--- src/rtl/udp_frame_terminator_if.sv ---
// Bus bundle for the UDP frame terminator: decoded UDP header and payload stream in,
// header-stripped byte stream out.
interface udp_frame_terminator_if;
  logic        rx_udp_hdr_valid;
  logic        rx_udp_hdr_ready;
  logic [31:0] rx_udp_ip_dest_ip;
  logic [31:0] rx_udp_ip_source_ip;
  logic [15:0] rx_udp_source_port;
  logic [15:0] rx_udp_dest_port;
  logic [15:0] rx_udp_length;

  logic [7:0]  rx_udp_payload_axis_tdata;
  logic        rx_udp_payload_axis_tvalid;
  logic        rx_udp_payload_axis_tready;
  logic        rx_udp_payload_axis_tlast;
  logic        rx_udp_payload_axis_tuser;

  logic [7:0]  m_axis_tdata;
  logic        m_axis_tvalid;
  logic        m_axis_tready;
  logic        m_axis_tlast;
  logic        m_axis_tuser;

  // Stack side plus downstream consumer.
  modport master (
    output rx_udp_hdr_valid, rx_udp_ip_dest_ip, rx_udp_ip_source_ip, rx_udp_source_port,
    output rx_udp_dest_port, rx_udp_length,
    output rx_udp_payload_axis_tdata, rx_udp_payload_axis_tvalid,
    output rx_udp_payload_axis_tlast, rx_udp_payload_axis_tuser,
    output m_axis_tready,
    input  rx_udp_hdr_ready, rx_udp_payload_axis_tready,
    input  m_axis_tdata, m_axis_tvalid, m_axis_tlast, m_axis_tuser
  );

  // Terminator side.
  modport slave (
    input  rx_udp_hdr_valid, rx_udp_ip_dest_ip, rx_udp_ip_source_ip, rx_udp_source_port,
    input  rx_udp_dest_port, rx_udp_length,
    input  rx_udp_payload_axis_tdata, rx_udp_payload_axis_tvalid,
    input  rx_udp_payload_axis_tlast, rx_udp_payload_axis_tuser,
    input  m_axis_tready,
    output rx_udp_hdr_ready, rx_udp_payload_axis_tready,
    output m_axis_tdata, m_axis_tvalid, m_axis_tlast, m_axis_tuser
  );
endinterface

--- src/rtl/udp_frame_terminator.sv ---
// Receive-side UDP terminator: filters frames by destination IP/port/enable, forwards
// matching payloads header-stripped, consumes the rest, and keeps frame counters.
module udp_frame_terminator #(
  parameter int unsigned COUNT_WIDTH = 16,
  parameter logic [31:0] MCAST_IP    = 32'hEF020206
) (
  input  logic                   clk,
  input  logic                   rst,
  input  logic                   enable,
  input  logic [31:0]            local_ip,
  input  logic [15:0]            listen_port,
  udp_frame_terminator_if.slave  bus,
  output logic [31:0]            m_source_ip,
  output logic [15:0]            m_source_port,
  output logic [COUNT_WIDTH-1:0] good_frame_count,
  output logic [COUNT_WIDTH-1:0] drop_frame_count,
  output logic [COUNT_WIDTH-1:0] err_frame_count
);

  typedef enum logic [1:0] {StIdle, StPass, StDrop} state_e;

  localparam logic [COUNT_WIDTH-1:0] CountOne = COUNT_WIDTH'(1);

  state_e                 state_q, state_d;
  logic [15:0]            byte_cnt_q, byte_cnt_d;
  logic [15:0]            exp_len_q, exp_len_d;
  logic [31:0]            src_ip_q, src_ip_d;
  logic [15:0]            src_port_q, src_port_d;
  logic [COUNT_WIDTH-1:0] good_q, good_d;
  logic [COUNT_WIDTH-1:0] drop_q, drop_d;
  logic [COUNT_WIDTH-1:0] err_q, err_d;

  logic        len_short;
  logic        ip_ok;
  logic        hdr_match;
  logic [15:0] byte_cnt_inc;
  logic        last_bad;

  always_comb begin
    len_short    = (bus.rx_udp_length <= 16'd8);
    ip_ok        = (bus.rx_udp_ip_dest_ip == local_ip) || (bus.rx_udp_ip_dest_ip == MCAST_IP);
    hdr_match    = enable && (bus.rx_udp_dest_port == listen_port) && ip_ok && !len_short;
    byte_cnt_inc = (byte_cnt_q == 16'hFFFF) ? 16'hFFFF : byte_cnt_q + 16'd1;
    // Judged on the beat itself so the flag rides with tlast.
    last_bad     = bus.rx_udp_payload_axis_tuser || (byte_cnt_inc != exp_len_q);
  end

  always_comb begin
    state_d    = state_q;
    byte_cnt_d = byte_cnt_q;
    exp_len_d  = exp_len_q;
    src_ip_d   = src_ip_q;
    src_port_d = src_port_q;
    good_d     = good_q;
    drop_d     = drop_q;
    err_d      = err_q;

    bus.rx_udp_hdr_ready           = 1'b0;
    bus.rx_udp_payload_axis_tready = 1'b0;
    bus.m_axis_tdata               = 8'h00;
    bus.m_axis_tvalid              = 1'b0;
    bus.m_axis_tlast               = 1'b0;
    bus.m_axis_tuser               = 1'b0;

    unique case (state_q)
      StIdle: begin
        bus.rx_udp_hdr_ready = 1'b1;
        if (bus.rx_udp_hdr_valid) begin
          src_ip_d   = bus.rx_udp_ip_source_ip;
          src_port_d = bus.rx_udp_source_port;
          exp_len_d  = bus.rx_udp_length - 16'd8;
          byte_cnt_d = 16'd0;
          if (hdr_match) begin
            state_d = StPass;
          end else begin
            state_d = StDrop;
            drop_d  = drop_q + CountOne;
            if (len_short) begin
              err_d = err_q + CountOne;
            end
          end
        end
      end

      StPass: begin
        bus.rx_udp_payload_axis_tready = bus.m_axis_tready;
        bus.m_axis_tdata               = bus.rx_udp_payload_axis_tdata;
        bus.m_axis_tvalid              = bus.rx_udp_payload_axis_tvalid;
        bus.m_axis_tlast               = bus.rx_udp_payload_axis_tlast;
        bus.m_axis_tuser               = bus.rx_udp_payload_axis_tlast && last_bad;
        if (bus.rx_udp_payload_axis_tvalid && bus.m_axis_tready) begin
          byte_cnt_d = byte_cnt_inc;
          if (bus.rx_udp_payload_axis_tlast) begin
            state_d = StIdle;
            if (last_bad) begin
              err_d = err_q + CountOne;
            end else begin
              good_d = good_q + CountOne;
            end
          end
        end
      end

      StDrop: begin
        bus.rx_udp_payload_axis_tready = 1'b1;
        if (bus.rx_udp_payload_axis_tvalid && bus.rx_udp_payload_axis_tlast) begin
          state_d = StIdle;
        end
      end

      default: state_d = StIdle;
    endcase
  end

  always_ff @(posedge clk) begin
    if (rst) begin
      state_q    <= StIdle;
      byte_cnt_q <= 16'd0;
      exp_len_q  <= 16'd0;
      src_ip_q   <= 32'd0;
      src_port_q <= 16'd0;
      good_q     <= '0;
      drop_q     <= '0;
      err_q      <= '0;
    end else begin
      state_q    <= state_d;
      byte_cnt_q <= byte_cnt_d;
      exp_len_q  <= exp_len_d;
      src_ip_q   <= src_ip_d;
      src_port_q <= src_port_d;
      good_q     <= good_d;
      drop_q     <= drop_d;
      err_q      <= err_d;
    end
  end

  assign m_source_ip      = src_ip_q;
  assign m_source_port    = src_port_q;
  assign good_frame_count = good_q;
  assign drop_frame_count = drop_q;
  assign err_frame_count  = err_q;

endmodule

--- src/flat_wrapper.sv ---
// flat-port wrapper written by rule: the top's interface ports become plain ports
module udp_frame_terminator_flat 
#(
  parameter int unsigned COUNT_WIDTH = 16,
  parameter logic [31:0] MCAST_IP    = 32'hEF020206
)
  (clk, rst, enable, local_ip, listen_port, m_source_ip, m_source_port, good_frame_count, drop_frame_count, err_frame_count, bus_rx_udp_hdr_valid, bus_rx_udp_ip_dest_ip, bus_rx_udp_ip_source_ip, bus_rx_udp_source_port, bus_rx_udp_dest_port, bus_rx_udp_length, bus_rx_udp_payload_axis_tdata, bus_rx_udp_payload_axis_tvalid, bus_rx_udp_payload_axis_tlast, bus_rx_udp_payload_axis_tuser, bus_m_axis_tready, bus_rx_udp_hdr_ready, bus_rx_udp_payload_axis_tready, bus_m_axis_tdata, bus_m_axis_tvalid, bus_m_axis_tlast, bus_m_axis_tuser);
  udp_frame_terminator_if bus_i ();
  input  logic clk;
  input  logic rst;
  input  logic enable;
  input  logic [31:0] local_ip;
  input  logic [15:0] listen_port;
  output logic [31:0] m_source_ip;
  output logic [15:0] m_source_port;
  output logic [COUNT_WIDTH-1:0] good_frame_count;
  output logic [COUNT_WIDTH-1:0] drop_frame_count;
  output logic [COUNT_WIDTH-1:0] err_frame_count;
  input wire logic [$bits(bus_i.rx_udp_hdr_valid)-1:0] bus_rx_udp_hdr_valid;
  input wire logic [$bits(bus_i.rx_udp_ip_dest_ip)-1:0] bus_rx_udp_ip_dest_ip;
  input wire logic [$bits(bus_i.rx_udp_ip_source_ip)-1:0] bus_rx_udp_ip_source_ip;
  input wire logic [$bits(bus_i.rx_udp_source_port)-1:0] bus_rx_udp_source_port;
  input wire logic [$bits(bus_i.rx_udp_dest_port)-1:0] bus_rx_udp_dest_port;
  input wire logic [$bits(bus_i.rx_udp_length)-1:0] bus_rx_udp_length;
  input wire logic [$bits(bus_i.rx_udp_payload_axis_tdata)-1:0] bus_rx_udp_payload_axis_tdata;
  input wire logic [$bits(bus_i.rx_udp_payload_axis_tvalid)-1:0] bus_rx_udp_payload_axis_tvalid;
  input wire logic [$bits(bus_i.rx_udp_payload_axis_tlast)-1:0] bus_rx_udp_payload_axis_tlast;
  input wire logic [$bits(bus_i.rx_udp_payload_axis_tuser)-1:0] bus_rx_udp_payload_axis_tuser;
  input wire logic [$bits(bus_i.m_axis_tready)-1:0] bus_m_axis_tready;
  output wire logic [$bits(bus_i.rx_udp_hdr_ready)-1:0] bus_rx_udp_hdr_ready;
  output wire logic [$bits(bus_i.rx_udp_payload_axis_tready)-1:0] bus_rx_udp_payload_axis_tready;
  output wire logic [$bits(bus_i.m_axis_tdata)-1:0] bus_m_axis_tdata;
  output wire logic [$bits(bus_i.m_axis_tvalid)-1:0] bus_m_axis_tvalid;
  output wire logic [$bits(bus_i.m_axis_tlast)-1:0] bus_m_axis_tlast;
  output wire logic [$bits(bus_i.m_axis_tuser)-1:0] bus_m_axis_tuser;
  assign bus_i.rx_udp_hdr_valid = bus_rx_udp_hdr_valid;
  assign bus_i.rx_udp_ip_dest_ip = bus_rx_udp_ip_dest_ip;
  assign bus_i.rx_udp_ip_source_ip = bus_rx_udp_ip_source_ip;
  assign bus_i.rx_udp_source_port = bus_rx_udp_source_port;
  assign bus_i.rx_udp_dest_port = bus_rx_udp_dest_port;
  assign bus_i.rx_udp_length = bus_rx_udp_length;
  assign bus_i.rx_udp_payload_axis_tdata = bus_rx_udp_payload_axis_tdata;
  assign bus_i.rx_udp_payload_axis_tvalid = bus_rx_udp_payload_axis_tvalid;
  assign bus_i.rx_udp_payload_axis_tlast = bus_rx_udp_payload_axis_tlast;
  assign bus_i.rx_udp_payload_axis_tuser = bus_rx_udp_payload_axis_tuser;
  assign bus_i.m_axis_tready = bus_m_axis_tready;
  assign bus_rx_udp_hdr_ready = bus_i.rx_udp_hdr_ready;
  assign bus_rx_udp_payload_axis_tready = bus_i.rx_udp_payload_axis_tready;
  assign bus_m_axis_tdata = bus_i.m_axis_tdata;
  assign bus_m_axis_tvalid = bus_i.m_axis_tvalid;
  assign bus_m_axis_tlast = bus_i.m_axis_tlast;
  assign bus_m_axis_tuser = bus_i.m_axis_tuser;
  udp_frame_terminator #(.COUNT_WIDTH(COUNT_WIDTH), .MCAST_IP(MCAST_IP)) u_core (.clk(clk), .rst(rst), .enable(enable), .local_ip(local_ip), .listen_port(listen_port), .bus(bus_i), .m_source_ip(m_source_ip), .m_source_port(m_source_port), .good_frame_count(good_frame_count), .drop_frame_count(drop_frame_count), .err_frame_count(err_frame_count));
endmodule
--- config.mk ---
export PLATFORM = sky130hd
export DESIGN_NAME = udp_frame_terminator_flat
export DESIGN_NICKNAME = d
export VERILOG_FILES = /design/src/rtl/udp_frame_terminator_if.sv /design/src/rtl/udp_frame_terminator.sv /design/src/flat_wrapper.sv
export SDC_FILE = /design/constraint.sdc
export NUM_CORES = 1
export LEC_CHECK = 0
export BUFFER_PORTS_ARGS = -buffer_cell sky130_fd_sc_hd__buf_2
export CAP_MARGIN = 20
export CORE_MARGIN = 3
export CORE_UTILIZATION = 50
export CTS_CLUSTER_DIAMETER = 200
export DETAILED_ROUTE_END_ITERATION = 7
export HOLD_SLACK_MARGIN = 0.08
export PLACE_DENSITY = 0.81
export SYNTH_ARGS = -nofsm -noshare
export SYNTH_HDL_FRONTEND = slang
export SYNTH_SLANG_ARGS = --single-unit
--- constraint.sdc ---
create_clock -name clk -period 4.2 [get_ports clk]
set_input_delay 0.63 -clock clk [delete_from_list [all_inputs] [get_ports clk]]
set_output_delay 0.63 -clock clk [all_outputs]
set_load 0.05 [all_outputs]
==> flow_summary.yaml <==
status:
  outcome: "complete, no violations"
logic_synthesis:
  yosysSeqAreaShare_pct: 34.88
  synth_area_um2: 7461
  synth_top_area_share_pct: 34.88
  muxShareOfSynthArea_pct: 2.650
  synth_async_sr_flop_share_pct: 0
  yosysWarnings: 0
  synth-simple-area-share_pct: 30.24
  synth_edf_count: 0
  synth_common_cells: "nand2_1 (146), dfxtp_1 (130), a21oi_1 (114), nor2_1 (71), xor2_1 (54)"
  synth_seq_cells: 130
  synthAdderAreaFrac_pct: 1.342
  synth_cell_types: 65
  synth-compound-area-share_pct: 17.73
  synth_top_area_cell: "dfxtp_1"
  syn_avg_cell_area_um2: 7.740
  synth_cells: 964
  synth_fp_nets: 1148
  synth_most_common_cell: "nand2_1"
  synth-xor-area-share_pct: 8.938
  synth_area_leaders: "dfxtp_1 (35%), a21oi_1 (7.6%), nand2_1 (7.3%)"
  yosys_most_used_dff: "dfxtp_1"
  synth_top_family_by_area: "simple AND/OR/NAND/NOR gates"
power_and_ir_drop:
  p_switching_w: 0.001043
  power_per_cell_area_nw_per_um2: 364.8
  p_comb_share_pct: 18.3
  power_w: 0.003552
  seqPwrFrac_pct: 37.7
  clkPwrFrac_pct: 44.0
  power.leakage_nw: 4.104
  vdd_drop_max_mv: 0.2958
  swShare_pct: 29.37
  p_int_w: 0.002509
grt:
  grt_usage_pct: 27.55
  grt_pass1_wl_um: 36930
  overflow: 0
  antenna_found_initial: 2
  grt_max_degree: 76
  grt_pass1_vias: 7516
detailed_routing:
  dr_total_vias: 8196
  dr.pass1.iters: 5
  routed_via_density: 5.735
  drcViolationCount: 0
  ant_nets: 0
  drt-total-wl_um: 23610
  wl_per_cell_um: 16.52
  drt-initial-drc-count: 661
timing:
  setup_viol: 0
  period_share_pct: 96.10
  layout_setup_ws_ps: 163.7
  rsz0062_at_grt: "no"
  finalHoldViolCount: 0
  finalCriticalPeriod_ps: 4036
  skew_ps: 8.648
  relSlewSlack_pct: 42.48
  tns_ps: 0
  worstMarginPinSlew_ps: 841.0
  finalMaxSlewViolations: 0
  whs_ps: 434.4
  clock.fmax_mhz: 247.8
worst_setup_path:
  crit_path_max_incr_delay_ps: 660
  critPathRequiredTime_ps: 3570
  end_kind: "primary output"
  crit_buf_inv: 2
  path_cells: "nand4_4 -> or4_1 -> mux2_1 -> a21oi_1 -> nor4b_2 -> buf_4 -> and4b_1 -> nor2_1 -> buf_2"
  path_class: "register to primary output"
  crit_fanout: 17
  cp_top_family: "simple AND/OR/NAND/NOR gates"
  crit_arrival_ps: 3410
  startpoint_type: "register"
  critPathSlowestCell: "or4_1"
clocking:
  clock_latency_ps: 420
  cts.path.max_buffers: 2
  htreeDepth: 4
  tritoncts: "done"
  holdBufCountCts: 0
  root_buffer: "clkbuf_16"
  clkTransAtPathRegs_ps: 50
  cts_sinks: 130
  cts_buffers: 17
finish:
  layout-area-overhead-vs-synth_pct: 30.50
  stdcell_area_um2: 9737
  drive_above_1_share_pct: 29.93
  nNetsFinal: 1414
job:
  maxCapViolations: 0
floorplanning:
  chipHeight_um: 128.2
  start_util_pct: 51.14
  die_area_um2: 16420
  io_pins: 285
  num_rows: 44
  core-area_um2: 14590
  die_x_um: 128.2
place:
  pre_cts_slack_ps: 341.3
  placed_area_um2: 9045
  io_buffers: 284
  dp_hpwl_um: 17550
  gp_congestion: 0.9460
hold_path:
  hp-class: "input port to register"
==> path summary, 6_finish.rpt <==
kind / slack, ps / cells after the start / end / startpoint
worst max-delay path: 160 / 9 / bus_m_axis_tuser / u_core.byte_cnt_q[4]$_SDFFE_PP0P_
worst min-delay path: 430 / 2 / u_core.exp_len_q[3]$_SDFFE_PP0P_ / bus_rx_udp_length[3]
worst max register to register: 570 / 9 / u_core.err_frame_count[0]$_SDFFE_PP0P_ / u_core.byte_cnt_q[4]$_SDFFE_PP0P_
worst min register to register: 450 / 2 / u_core.m_source_ip[26]$_SDFFE_PP0P_ / u_core.m_source_ip[26]$_SDFFE_PP0P_
==> cell families (layout without fill, tap and decap cells) <==
group,after synthesis,in the layout
compound gates,219,219
simple gates,436,436
other cells,0,2
fa+ha+maj,8,8
flops,130,130
xor+xnor,73,73
mux,18,18
buf+inv,80,359
==> cell type report <==
cell class | instances | area [um2]
fillers | 1218 | 4852
repair buffers | 305 | 1582
multi-input cells | 754 | 4594
diodes | 2 | 5.005
clock inverters | 11 | 151.4
well taps | 184 | 230.2
clock buffers | 21 | 480.5
flip-flops and latches | 130 | 2611
inverters | 22 | 82.58
==> power groups by stage <==
stage	Combinational, W	Sequential [W]	Clock (W)
floorplan	0.000285	0.00149	0
global placement	0.000632	0.00136	0
detailed placement	0.000639	0.00136	0
CTS	0.000644	0.00134	0.00158
global route	0.000701	0.00134	0.00163
finish	0.000648	0.00134	0.00156
==> metrics by stage <==
stage,utilization [%],std cells
after floorplan,-,964
after global placement,62.00,1394
after detailed placement,62.00,1394
after CTS,66.38,1426
after global routing,66.74,1429
final,66.74,1429
==> sequential cells by signal, summed over array words and instances, names as in the netlist <==
signal / count
u_core.byte_cnt_q: 16
u_core.exp_len_q: 16
u_core.state_q: 2
u_core.drop_frame_count: 16
u_core.err_frame_count: 16
u_core.m_source_ip: 32
u_core.m_source_port: 16
u_core.good_frame_count: 16
==> layout by cell type, fill, tap and decap left out, types with 9 or more instances in the layout <==
cell type,count
a211oi_1,15
a21oi_1,113
and2_1,13
and3_1,9
buf_2,283
buf_4,22
clkbuf_16,17
dfxtp_1,125
inv_1,22
nand2_1,146
nand2b_1,9
nand3_1,29
nand4_1,32
nor2_1,70
nor2b_1,12
nor3_1,26
nor4_1,23
o21ai_0,32
o31ai_1,14
or3_1,16
or4_1,16
xnor2_1,17
xor2_1,54
==> per-layer routing <==
metal / GRT usage [%] / wire (um)
met2: 47.26 / 12010
met1: 33.74 / 9200
met5: 0 / 0
met3: 6.583 / 1742
met4: 9.675 / 650
==> repair_timing <==
action | CTS | global route
pin swaps | 0 | 1
resized for setup | 2 | 11
setup endpoints to repair | 1 | 1
buffers inserted | 0 | 1
(Power assumes the default switching activity.)
